`src/rtl/ad9361_pkg.sv`:
```
// Shared types and helpers for the AD9361 TX framer.
// Contents: FSM state type, lane split helpers, channel limit.
package ad9361_pkg;

    localparam int unsigned NUM_CH_MAX   = 2;
    localparam int unsigned SAMPLE_W_MAX = 32;
    localparam int unsigned LANE_W_MAX   = SAMPLE_W_MAX / 2;

    typedef enum logic [1:0] {
        IDLE,
        PRIME,
        RUN
    } state_t;

    // Upper half of a sample, lane_w bits wide.
    function automatic logic [LANE_W_MAX-1:0] lane_hi(input logic [SAMPLE_W_MAX-1:0] sample,
                                                      input int unsigned lane_w);
        logic [SAMPLE_W_MAX-1:0] mask;
        mask = (SAMPLE_W_MAX'(1) << lane_w) - SAMPLE_W_MAX'(1);
        return LANE_W_MAX'((sample >> lane_w) & mask);
    endfunction

    // Lower half of a sample, lane_w bits wide.
    function automatic logic [LANE_W_MAX-1:0] lane_lo(input logic [SAMPLE_W_MAX-1:0] sample,
                                                      input int unsigned lane_w);
        logic [SAMPLE_W_MAX-1:0] mask;
        mask = (SAMPLE_W_MAX'(1) << lane_w) - SAMPLE_W_MAX'(1);
        return LANE_W_MAX'(sample & mask);
    endfunction

endpackage

```
`src/rtl/ad9361_tx_framer_if.sv`:
```
// Sample-set stream between the DSP side and the framer.
// Signals: s_valid (set valid), s_ready (FIFO not full), s_data (packed I/Q sets, ch0 I in LSBs).
interface ad9361_tx_framer_if #(
    parameter int unsigned SAMPLE_W = 12,
    parameter int unsigned NUM_CH   = 2
);
    localparam int unsigned DATA_W = NUM_CH * 2 * SAMPLE_W;

    logic              s_valid;
    logic              s_ready;
    logic [DATA_W-1:0] s_data;

    modport master (output s_valid, output s_data, input s_ready);
    modport slave  (input s_valid, input s_data, output s_ready);
endinterface

```
`src/rtl/sync_fifo.sv`:
```
// Single-clock FIFO with occupancy output and asynchronous reset.
// Ports: clk, rst, wr_en/wr_data (push, ignored when full), rd_en/rd_data (first-word
// fall-through pop, ignored when empty), full, empty, level.
module sync_fifo #(
    parameter int unsigned WIDTH = 8,
    parameter int unsigned DEPTH = 16
) (
    input  logic                     clk,
    input  logic                     rst,
    input  logic                     wr_en,
    input  logic [WIDTH-1:0]         wr_data,
    input  logic                     rd_en,
    output logic [WIDTH-1:0]         rd_data,
    output logic                     full,
    output logic                     empty,
    output logic [$clog2(DEPTH):0]   level
);
    localparam int unsigned AW = $clog2(DEPTH);

    logic [WIDTH-1:0] mem_q [DEPTH];
    logic [AW-1:0]    wr_ptr_q;
    logic [AW-1:0]    rd_ptr_q;
    logic [AW:0]      level_q;
    logic             push_c;
    logic             pop_c;

    assign full    = (level_q == (AW+1)'(DEPTH));
    assign empty   = (level_q == '0);
    assign level   = level_q;
    assign rd_data = mem_q[rd_ptr_q];
    assign push_c  = wr_en && !full;
    assign pop_c   = rd_en && !empty;

    // Pointers and occupancy.
    always_ff @(posedge clk or posedge rst) begin
        if (rst) begin
            wr_ptr_q <= '0;
            rd_ptr_q <= '0;
            level_q  <= '0;
        end else begin
            if (push_c) wr_ptr_q <= wr_ptr_q + AW'(1);
            if (pop_c)  rd_ptr_q <= rd_ptr_q + AW'(1);
            level_q <= level_q + (AW+1)'(push_c) - (AW+1)'(pop_c);
        end
    end

    // Storage array, no reset needed.
    always_ff @(posedge clk) begin
        if (push_c) mem_q[wr_ptr_q] <= wr_data;
    end

endmodule

```
`src/rtl/ad9361_tx_framer.sv`:
```
// AD9361 TX framer: buffers I/Q sample sets and serialises them into rise/fall
// beat pairs with frame bits for a downstream ODDR stage.
// Ports: sys_clk, rst (async, active high), enable, mode_2ch (latched in IDLE),
// s_if (sample stream), out_data_rise/fall, out_frame_rise/fall, active,
// fifo_level, underflow_cnt.
module ad9361_tx_framer
    import ad9361_pkg::*;
#(
    parameter int unsigned SAMPLE_W    = 12,
    parameter int unsigned NUM_CH      = 2,
    parameter int unsigned FIFO_DEPTH  = 16,
    parameter int unsigned PRIME_LEVEL = 4,
    parameter int unsigned CNT_W       = 16
) (
    input  logic                          sys_clk,
    input  logic                          rst,
    input  logic                          enable,
    input  logic                          mode_2ch,
    ad9361_tx_framer_if.slave             s_if,
    output logic [SAMPLE_W/2-1:0]         out_data_rise,
    output logic [SAMPLE_W/2-1:0]         out_data_fall,
    output logic                          out_frame_rise,
    output logic                          out_frame_fall,
    output logic                          active,
    output logic [$clog2(FIFO_DEPTH):0]   fifo_level,
    output logic [CNT_W-1:0]              underflow_cnt
);
    localparam int unsigned LANE_W = SAMPLE_W / 2;
    localparam int unsigned DATA_W = NUM_CH * 2 * SAMPLE_W;
    localparam int unsigned LVL_W  = $clog2(FIFO_DEPTH) + 1;

    logic [DATA_W-1:0] fifo_rd_data;
    logic              fifo_full;
    logic              fifo_empty;
    logic [LVL_W-1:0]  level;

    state_t            state_q;
    logic              mode_q;
    logic [1:0]        beat_q;
    logic [DATA_W-1:0] set_q;
    logic [LANE_W-1:0] rise_q;
    logic [LANE_W-1:0] fall_q;
    logic              frame_q;
    logic [CNT_W-1:0]  uf_q;

    logic              slot_start_c;
    logic              pop_c;
    logic [1:0]        last_beat_c;
    logic [1:0]        beat_d;
    logic [DATA_W-1:0] set_d;
    logic [DATA_W-1:0] chan_c;
    logic [SAMPLE_W-1:0] samp_i_c;
    logic [SAMPLE_W-1:0] samp_q_c;
    logic [LANE_W-1:0] rise_d;
    logic [LANE_W-1:0] fall_d;
    logic              frame_d;

    sync_fifo #(
        .WIDTH (DATA_W),
        .DEPTH (FIFO_DEPTH)
    ) u_fifo (
        .clk     (sys_clk),
        .rst     (rst),
        .wr_en   (s_if.s_valid),
        .wr_data (s_if.s_data),
        .rd_en   (pop_c),
        .rd_data (fifo_rd_data),
        .full    (fifo_full),
        .empty   (fifo_empty),
        .level   (level)
    );

    assign s_if.s_ready   = !fifo_full;
    assign fifo_level     = level;
    assign out_data_rise  = rise_q;
    assign out_data_fall  = fall_q;
    assign out_frame_rise = frame_q;
    assign out_frame_fall = frame_q;
    assign active         = (state_q == RUN);
    assign underflow_cnt  = uf_q;

    // A slot starts whenever the beat counter is back at zero; a stop request
    // is honoured only there, so the slot already on the wire always finishes.
    assign slot_start_c = (state_q == RUN) && (beat_q == 2'd0);
    assign pop_c        = slot_start_c && enable && !fifo_empty;
    assign last_beat_c  = mode_q ? 2'd3 : 2'd1;

    // Next beat: beat 0 comes straight from the FIFO head (zero on underflow).
    always_comb begin
        set_d    = set_q;
        if (slot_start_c) set_d = fifo_empty ? '0 : fifo_rd_data;
        beat_d   = (beat_q == last_beat_c) ? 2'd0 : beat_q + 2'd1;
        chan_c   = (mode_q && beat_q[1]) ? (set_d >> (2 * SAMPLE_W)) : set_d;
        samp_i_c = chan_c[SAMPLE_W-1:0];
        samp_q_c = chan_c[2*SAMPLE_W-1:SAMPLE_W];
        if (!beat_q[0]) begin
            rise_d = LANE_W'(lane_hi(SAMPLE_W_MAX'(samp_i_c), LANE_W));
            fall_d = LANE_W'(lane_hi(SAMPLE_W_MAX'(samp_q_c), LANE_W));
        end else begin
            rise_d = LANE_W'(lane_lo(SAMPLE_W_MAX'(samp_i_c), LANE_W));
            fall_d = LANE_W'(lane_lo(SAMPLE_W_MAX'(samp_q_c), LANE_W));
        end
        frame_d  = mode_q ? !beat_q[1] : !beat_q[0];
    end

    // Control FSM with registered beat outputs.
    always_ff @(posedge sys_clk or posedge rst) begin
        if (rst) begin
            state_q <= IDLE;
            mode_q  <= 1'b0;
            beat_q  <= 2'd0;
            set_q   <= '0;
            rise_q  <= '0;
            fall_q  <= '0;
            frame_q <= 1'b0;
            uf_q    <= '0;
        end else begin
            case (state_q)
                IDLE: begin
                    mode_q  <= mode_2ch && (NUM_CH == NUM_CH_MAX);
                    rise_q  <= '0;
                    fall_q  <= '0;
                    frame_q <= 1'b0;
                    if (enable) state_q <= PRIME;
                end
                PRIME: begin
                    rise_q  <= '0;
                    fall_q  <= '0;
                    frame_q <= 1'b0;
                    beat_q  <= 2'd0;
                    if (!enable)                             state_q <= IDLE;
                    else if (level >= LVL_W'(PRIME_LEVEL))   state_q <= RUN;
                end
                RUN: begin
                    if (slot_start_c && !enable) begin
                        state_q <= IDLE;
                        rise_q  <= '0;
                        fall_q  <= '0;
                        frame_q <= 1'b0;
                    end else begin
                        set_q   <= set_d;
                        beat_q  <= beat_d;
                        rise_q  <= rise_d;
                        fall_q  <= fall_d;
                        frame_q <= frame_d;
                        if (slot_start_c && fifo_empty && (uf_q != '1))
                            uf_q <= uf_q + CNT_W'(1);
                    end
                end
                default: state_q <= IDLE;
            endcase
        end
    end

endmodule

```
`src/flat_wrapper.sv`:
```
// flat-port wrapper written by rule: the top's interface ports become plain ports
module ad9361_tx_framer_flat import ad9361_pkg::*;
#(
    parameter int unsigned SAMPLE_W    = 12,
    parameter int unsigned NUM_CH      = 2,
    parameter int unsigned FIFO_DEPTH  = 16,
    parameter int unsigned PRIME_LEVEL = 4,
    parameter int unsigned CNT_W       = 16
)
  (sys_clk, rst, enable, mode_2ch, out_data_rise, out_data_fall, out_frame_rise, out_frame_fall, active, fifo_level, underflow_cnt, s_if_s_valid, s_if_s_data, s_if_s_ready);
  ad9361_tx_framer_if #(.SAMPLE_W(SAMPLE_W), .NUM_CH(NUM_CH)) s_if_i ();
  input  logic sys_clk;
  input  logic rst;
  input  logic enable;
  input  logic mode_2ch;
  output logic [SAMPLE_W/2-1:0] out_data_rise;
  output logic [SAMPLE_W/2-1:0] out_data_fall;
  output logic out_frame_rise;
  output logic out_frame_fall;
  output logic active;
  output logic [$clog2(FIFO_DEPTH):0] fifo_level;
  output logic [CNT_W-1:0] underflow_cnt;
  input wire logic [$bits(s_if_i.s_valid)-1:0] s_if_s_valid;
  input wire logic [$bits(s_if_i.s_data)-1:0] s_if_s_data;
  output wire logic [$bits(s_if_i.s_ready)-1:0] s_if_s_ready;
  assign s_if_i.s_valid = s_if_s_valid;
  assign s_if_i.s_data = s_if_s_data;
  assign s_if_s_ready = s_if_i.s_ready;
  ad9361_tx_framer #(.SAMPLE_W(SAMPLE_W), .NUM_CH(NUM_CH), .FIFO_DEPTH(FIFO_DEPTH), .PRIME_LEVEL(PRIME_LEVEL), .CNT_W(CNT_W)) u_core (.sys_clk(sys_clk), .rst(rst), .enable(enable), .mode_2ch(mode_2ch), .s_if(s_if_i), .out_data_rise(out_data_rise), .out_data_fall(out_data_fall), .out_frame_rise(out_frame_rise), .out_frame_fall(out_frame_fall), .active(active), .fifo_level(fifo_level), .underflow_cnt(underflow_cnt));
endmodule
```
`config.mk`:
```
export PLATFORM = sky130hd
export DESIGN_NAME = ad9361_tx_framer_flat
export DESIGN_NICKNAME = d
export VERILOG_FILES = /design/src/rtl/ad9361_pkg.sv /design/src/rtl/ad9361_tx_framer_if.sv /design/src/rtl/sync_fifo.sv /design/src/rtl/ad9361_tx_framer.sv /design/src/flat_wrapper.sv
export SDC_FILE = /design/constraint.sdc
export NUM_CORES = 1
export LEC_CHECK = 0
export BUFFER_PORTS_ARGS = -buffer_cell sky130_fd_sc_hd__buf_2
export CAP_MARGIN = 10
export CORE_MARGIN = 2
export CORE_UTILIZATION = 60
export CTS_CLUSTER_DIAMETER = 30
export CTS_CLUSTER_SIZE = 24
export DETAILED_ROUTE_END_ITERATION = 16
export HOLD_SLACK_MARGIN = 0.12
export PLACE_DENSITY = 0.8
export SYNTH_ARGS = -nofsm -noshare
export SYNTH_HDL_FRONTEND = slang
export SYNTH_SLANG_ARGS = --single-unit
```
`constraint.sdc`:
```
create_clock -name sys_clk -period 13.8 [get_ports sys_clk]
set_input_delay 0.69 -clock sys_clk [delete_from_list [all_inputs] [get_ports sys_clk]]
set_output_delay 0.69 -clock sys_clk [all_outputs]
set_load 0.1 [all_outputs]
```
Yosys cells after proc, flatten, opt, wreduce, memory -nomap -nowiden:

Memories as Yosys holds them, arrays and structs flattened.
Cells that the tools add are included.

* bitwise operators: 1
* add/sub/neg operators: 6
* muxes and demuxes: 23
* reduce and logical (&&, ||, !) cells: 24
* magnitude comparators: 1
* equality and inequality tests: 9

Operators with widths (number)
* $mux W48: 2
* $mux W24: 1
* $mux W6: 4
* $pmux W6 S2: 2
* $add A16 B1 Y16 const B: 1
* $ne A16 B16 Y1 const B: 1
* $mux W2: 7
* $logic_and A1 B1 Y1: 9
* $add A4 B1 Y4 const B: 2
* $pmux W2 S3: 1
* $reduce_and A3 Y1: 2
* $add A5 B1 Y5: 1
* $eq A5 B5 Y1 const B: 1
* $ge A5 B3 Y1 const B: 1
* $logic_not A1 Y1: 5
* $logic_not A5 Y1: 1
* $sub A5 B1 Y5: 1
* $logic_not A2 Y1: 2
* $mux W1: 4
* $ne A2 B2 Y1 const B: 2
* $pmux W2 S2: 1
* $reduce_and A2 Y1: 2
* $reduce_bool A2 Y1: 2
* $ne A3 B2 Y1 const B: 1
* 8 further kinds: 8

* bits in registers: 95
* RAM bits: 768
* memories: 1
* bits of input ports: 53
* output and inout bits: 37

Memories
* u_core.u_fifo.mem_q: depth 16, width 48, read ports 1, clocked after Yosys merged registers in 0, wr ports 1, line sync_fifo.sv:20 `logic [WIDTH-1:0] mem_q [DEPTH];`

Depth between registers and ports, before layout:

* word-level depth: 7
* mapped depth: 17
* gate-level depth less buffers: 15

By module:

A second synthesis with hierarchy kept.

* cell total of the unflattened synthesis: 1930
* area total of the unflattened synthesis: 34548.1 um^2

By module, submodules not included
* sync_fifo: area each 30131.4 um^2, cells each 1467, times used 1
* ad9361_tx_framer: area each 4416.7 um^2, cells each 463, times used 1

Least setup slack after synthesis:

Ideal clock, no wire load.

* path kind: reg2reg
* from: reg u_core.u_fifo.level_q[2] (netlist: u_core.u_fifo.level[2])
* to: mem u_core.u_fifo.mem_q[2][0] in the netlist's numbering, enable pin
* path buffers: 1
* required time: 13.227 ns
* period minus slack after synthesis: 7.862 ns
* arrival time: 7.289 ns
* setup slack: 5.938 ns
* stages on the path, launching flop included: 8
* path through: dfrtp_1 > inv_1 > ha_1 > nand3_1 > and2_1 > clkbuf_1 > inv_1 > nor4_1

* longest elaborated chain between the ends: 5

Ends and longest elaborated chain
* start: declaration: line sync_fifo.sv:23 `logic [AW:0] level_q;`
* start signal: assignment: line sync_fifo.sv:43 `level_q <= level_q + (AW+1)'(push_c) - (AW+1)'(pop_c);`
* $eq A5 B5 Y1: line sync_fifo.sv:27 `assign full = (level_q == (AW+1)'(DEPTH));`
* $logic_not A1 Y1
* net s_if_s_ready: line flat_wrapper.sv:25 `output wire logic [$bits(s_if_i.s_ready)-1:0] s_if_s_ready;`
* $logic_and A1 B1 Y1: line sync_fifo.sv:31 `assign push_c = wr_en && !full;`
* $mux W1: line sync_fifo.sv:49 `if (push_c) mem_q[wr_ptr_q] <= wr_data;`
* $mux W1 (not written as such): line sync_fifo.sv:49
* end: declaration: line sync_fifo.sv:20

The timed path passes the listed nets, and every way through them passes these cells.

Worst setup path in the final report:

* from: reg u_core.beat_q[0]
* to: reg u_core.u_fifo.level_q[4] (netlist: u_core.u_fifo.level[4])

* longest elaborated chain between the ends: 6

Ends and longest elaborated chain
* start: declaration: line ad9361_tx_framer.sv:39 `logic [1:0] beat_q;`
* start signal: assignment: line ad9361_tx_framer.sv:142 `beat_q <= beat_d;`
* $logic_not A2 Y1: line ad9361_tx_framer.sv:84 `assign slot_start_c = (state_q == RUN) && (beat_q == 2'd0);`
* $logic_and A1 B1 Y1: line ad9361_tx_framer.sv:84
* $logic_and A1 B1 Y1 (2 in series): line ad9361_tx_framer.sv:85 `assign pop_c = slot_start_c && enable && !fifo_empty;`
* $logic_and A1 B1 Y1: line sync_fifo.sv:32 `assign pop_c = rd_en && !empty;`
* $sub A5 B1 Y5: line sync_fifo.sv:43

Every way passes these cells.
A chain may end at the register's enable or synchronous reset.

==> impl_metrics.ini <==
[global_route]
grt_busiest_layer = met2
grt_pass1_wl_mm = 120
use_met3 = 0.0636
grt_use_total = 0.284
antenna_found_initial = 5
grtUsageMet1 = 0.393
grt_overflow = 0
grt_util_met2 = 0.447
grt_pass1_vias = 18540
grt_max_degree = 72

[worst_setup_path]
arrival_ps = 4690
endpoint_kind = register
slowest_stage = dfrtp_1
worstSetupPathType = reg2reg
cp-start-kind = register
rr_endpoint = u_core.u_fifo.level[4]$_DFF_PP0_
r2r_slack_ps = 9700
crit_fanout = 16
worst_path_most_repeated_cell = inv_1
crit_chain = clkinv_1 > ha_1 > and4b_1 > nand2_1 > inv_1 > ha_1 > inv_1 > ha_1 > inv_1 > fa_1 > inv_1 > a21oi_1 > nor2_1 > nor2_1 > xor2_1
cp.required_ps = 14390
rr_worst_depth = 15
cpPeakStageDelay_ps = 560
timing.rr.start = u_core.beat_q[0]$_DFFE_PP0P_

[die]
row_count = 87
dieArea_um2 = 58600
start_util = 0.605
fp.dieW_um = 242
ios = 90
core_area_um2 = 56200
die_y_um = 242

[route]
finalWirelength_mm = 80.8
route.detailed.wl_per_inst_um = 29.8
firstDrtPassIters = 5
via_count = 17991
first_iter_violations = 2215
avgViaCountPerCell = 6.64
drtAntennaViolNets = 0
drc = 0

[pwr]
fin_total_pwr_mw = 8.91
power_density_nw_per_um2 = 225
p_leak_nw = 13.6
ir_drop_mv = 0.162

[clock_tree]
htree_levels = 4
cts_tree = built
cts.sinks = 863
cts_buffer_depth = 3
root_buffer = clkbuf_16
cts_buffers = 136
clock_latency_ps = 710
path_clk_slew_ps = 50

[worst_hold_path]
min_path_type = in2reg
min-delay-start = enable
hold_depth = 3
hold_end = u_core.state_q[0]$_DFFE_PP0P_

[place]
place.port_buffers = 89
gp_congestion = 0.888
dpl.hpwl_mm = 39.2
dpl.cell_count = 2455

[yosys]
synth-edff-count = 768
synth-main-ff-cell = edfxtp_1
synth_fp_nets = 1742
yosys_register_bits = 863
async_reset_ff_frac = 0.110
synth.avg_cell_area_um2 = 20.3
ys_warn_count = 0
netlist_instances = 1673
ys_seq_area_frac = 0.748
synth.distinct_cells = 59
syn_area_um2 = 34000

[timing]
fin_skew_ps = 23.5
post-route-min-period_ps = 4100
period_share = 0.297
maxSlewViolCount = 0
fmax_mhz = 244
hold_violations = 0
setup_viol = 0
grt_setup_unrepaired = no
setup-tns-final_ps = 0
tightest_slew_ps = 1180
slew_headroom = 0.203

[job]
cap_violations = 0

[final_layout]
areaGrowthSynthToFinish_pct = 16.7
final_common_cell = edfxtp_1
final_cells = 2709
drive_above_1_share = 0.286
layout.nets = 1907
most-common-layout-cells = edfxtp_1, mux4_2, clkbuf_16

[status]
status = complete, no violations
==> cell families (layout without fill, tap and decap cells) <==
family / Yosys count / in the layout / synth area share
xor gates and xnor gates: 22 / 22 / 0.00567
other: 0 / 3 / 0
and+or+nand+nor: 177 / 177 / 0.0252
muxes: 304 / 304 / 0.161
adders and majority gates: 16 / 16 / 0.00611
AOI/OAI and AO/OA: 178 / 178 / 0.0369
DFF: 863 / 863 / 0.748
buffers and inverters: 113 / 390 / 0.0173
==> Yosys cell counts, drive strengths merged, types with 2 or more instances <==
cell type    n  area [µm²]
o2111a       4        45.0
mux2i       93         931
a2bb2oi      2        17.5
o21ai       34         170
o22ai       34         213
edfxtp     768       23100
nand2b       5        31.3
a211oi       4        30.0
ha          15         188
a32o         7        70.1
mux4       190        4300
nor4         5        31.3
and2        16         100
xnor2       13         114
a22o        23         201
a22oi       15         113
mux2        21         236
o211ai       2        15.0
inv         22        82.6
o2111ai      2        17.5
nor2b        5        31.3
and3         3        18.8
dfrtp       95        2380
nor3         3        15.0
a21o        14         105
a21oi       22         110
nor3b        2        15.0
nand2       71         267
nor2        28         105
clkbuf      25        93.8
nand3b       4        30.0
o22a         2        17.5
nand4        8        50.1
a221oi       2        17.5
nand3       20         100
xor2         9        78.8
o221ai       5        43.8
buf         65         409
==> critical path, delay by kind of cell, from the launching register on <==
kind                       cells  cell delay [ps]
AOI/OAI and AO/OA              1               60
xor gates and xnor gates       1              140
adders and majority gates      4             1410
buffers and inverters          5             1060
DFF                            1              560
and+or+nand+nor                4              730
==> per-stage QoR <==
stage	setup slack (ps)	util	hold slack [ps]	area [µm²]
after global placement	9970	0.626	459	35200
after floorplan	5940	-	444	34000
final	9700	0.707	283	39700
after detailed placement	9850	0.626	469	35200
after CTS	9860	0.707	248	39700
after global routing	9500	0.707	271	39700
==> metal layers <==
metal / part of all wire / vias to the layer above
li1: - / 7254
met1: 0.38 / 9383
met5: 0.00033 / -
met2: 0.49 / 1135
met4: 0.034 / 4
met3: 0.095 / 215
==> layout make-up <==
class / count / area, µm²
Sequential cell: 863 / 25500
Inverter: 23 / 88.8
Clock buffer: 160 / 3610
Tap cell: 756 / 946
Clock inverter: 90 / 887
Timing Repair Buffer: 117 / 658
Fill cell: 3257 / 16500
Antenna cell: 3 / 7.51
Multi-Input combinational cell: 697 / 8050
==> state kept, by name (all words and copies together) (netlist names) <==
register,count
u_core.beat_q,2
u_core.mode_q,1
u_core.out_data_fall,6
u_core.out_data_rise,6
u_core.out_frame_fall,1
u_core.set_q,48
u_core.state_q,2
u_core.u_fifo.level,5
u_core.u_fifo.mem_q,768
u_core.u_fifo.rd_ptr_q,4
u_core.u_fifo.wr_ptr_q,4
u_core.underflow_cnt,16
==> worst max path at each step <==
| stage | startpoint | to | slack (ps) | cells after the start |
|---|---|---|---|---|
| finish | u_core.beat_q[0]$_DFFE_PP0P_ | u_core.u_fifo.level[4]$_DFF_PP0_ | 9700 | 15 |
| global route | u_core.beat_q[0]$_DFFE_PP0P_ | u_core.u_fifo.level[4]$_DFF_PP0_ | 9500 | 15 |
| CTS | u_core.beat_q[0]$_DFFE_PP0P_ | u_core.u_fifo.level[4]$_DFF_PP0_ | 9860 | 15 |
| detailed placement | u_core.beat_q[0]$_DFFE_PP0P_ | u_core.u_fifo.level[4]$_DFF_PP0_ | 9850 | 15 |
| global placement | u_core.beat_q[0]$_DFFE_PP0P_ | u_core.u_fifo.level[4]$_DFF_PP0_ | 9970 | 15 |
| floorplan | u_core.u_fifo.level[2]$_DFF_PP0_ | u_core.u_fifo.mem_q[2][0]$_DFFE_PP_ | 5940 | 7 |
==> where the power goes <==
part           switching (mW)  total (mW)  leakage (nW)  internal [mW]
Combinational            1.31        2.20          3.28          0.891
Clock                    1.21        3.31          2.16           2.11
Sequential              0.216        3.40          8.17           3.19
==> timing repair <==
| item | in CTS | in global routing |
|---|---|---|
| endpoints found under the hold margin | 24 | 0 |
| hold buffers | 1 | 0 |
| buffers inserted | 0 | 0 |
| resized for setup | 0 | 0 |
No activity file was read; power rests on OpenSTA's default activity.
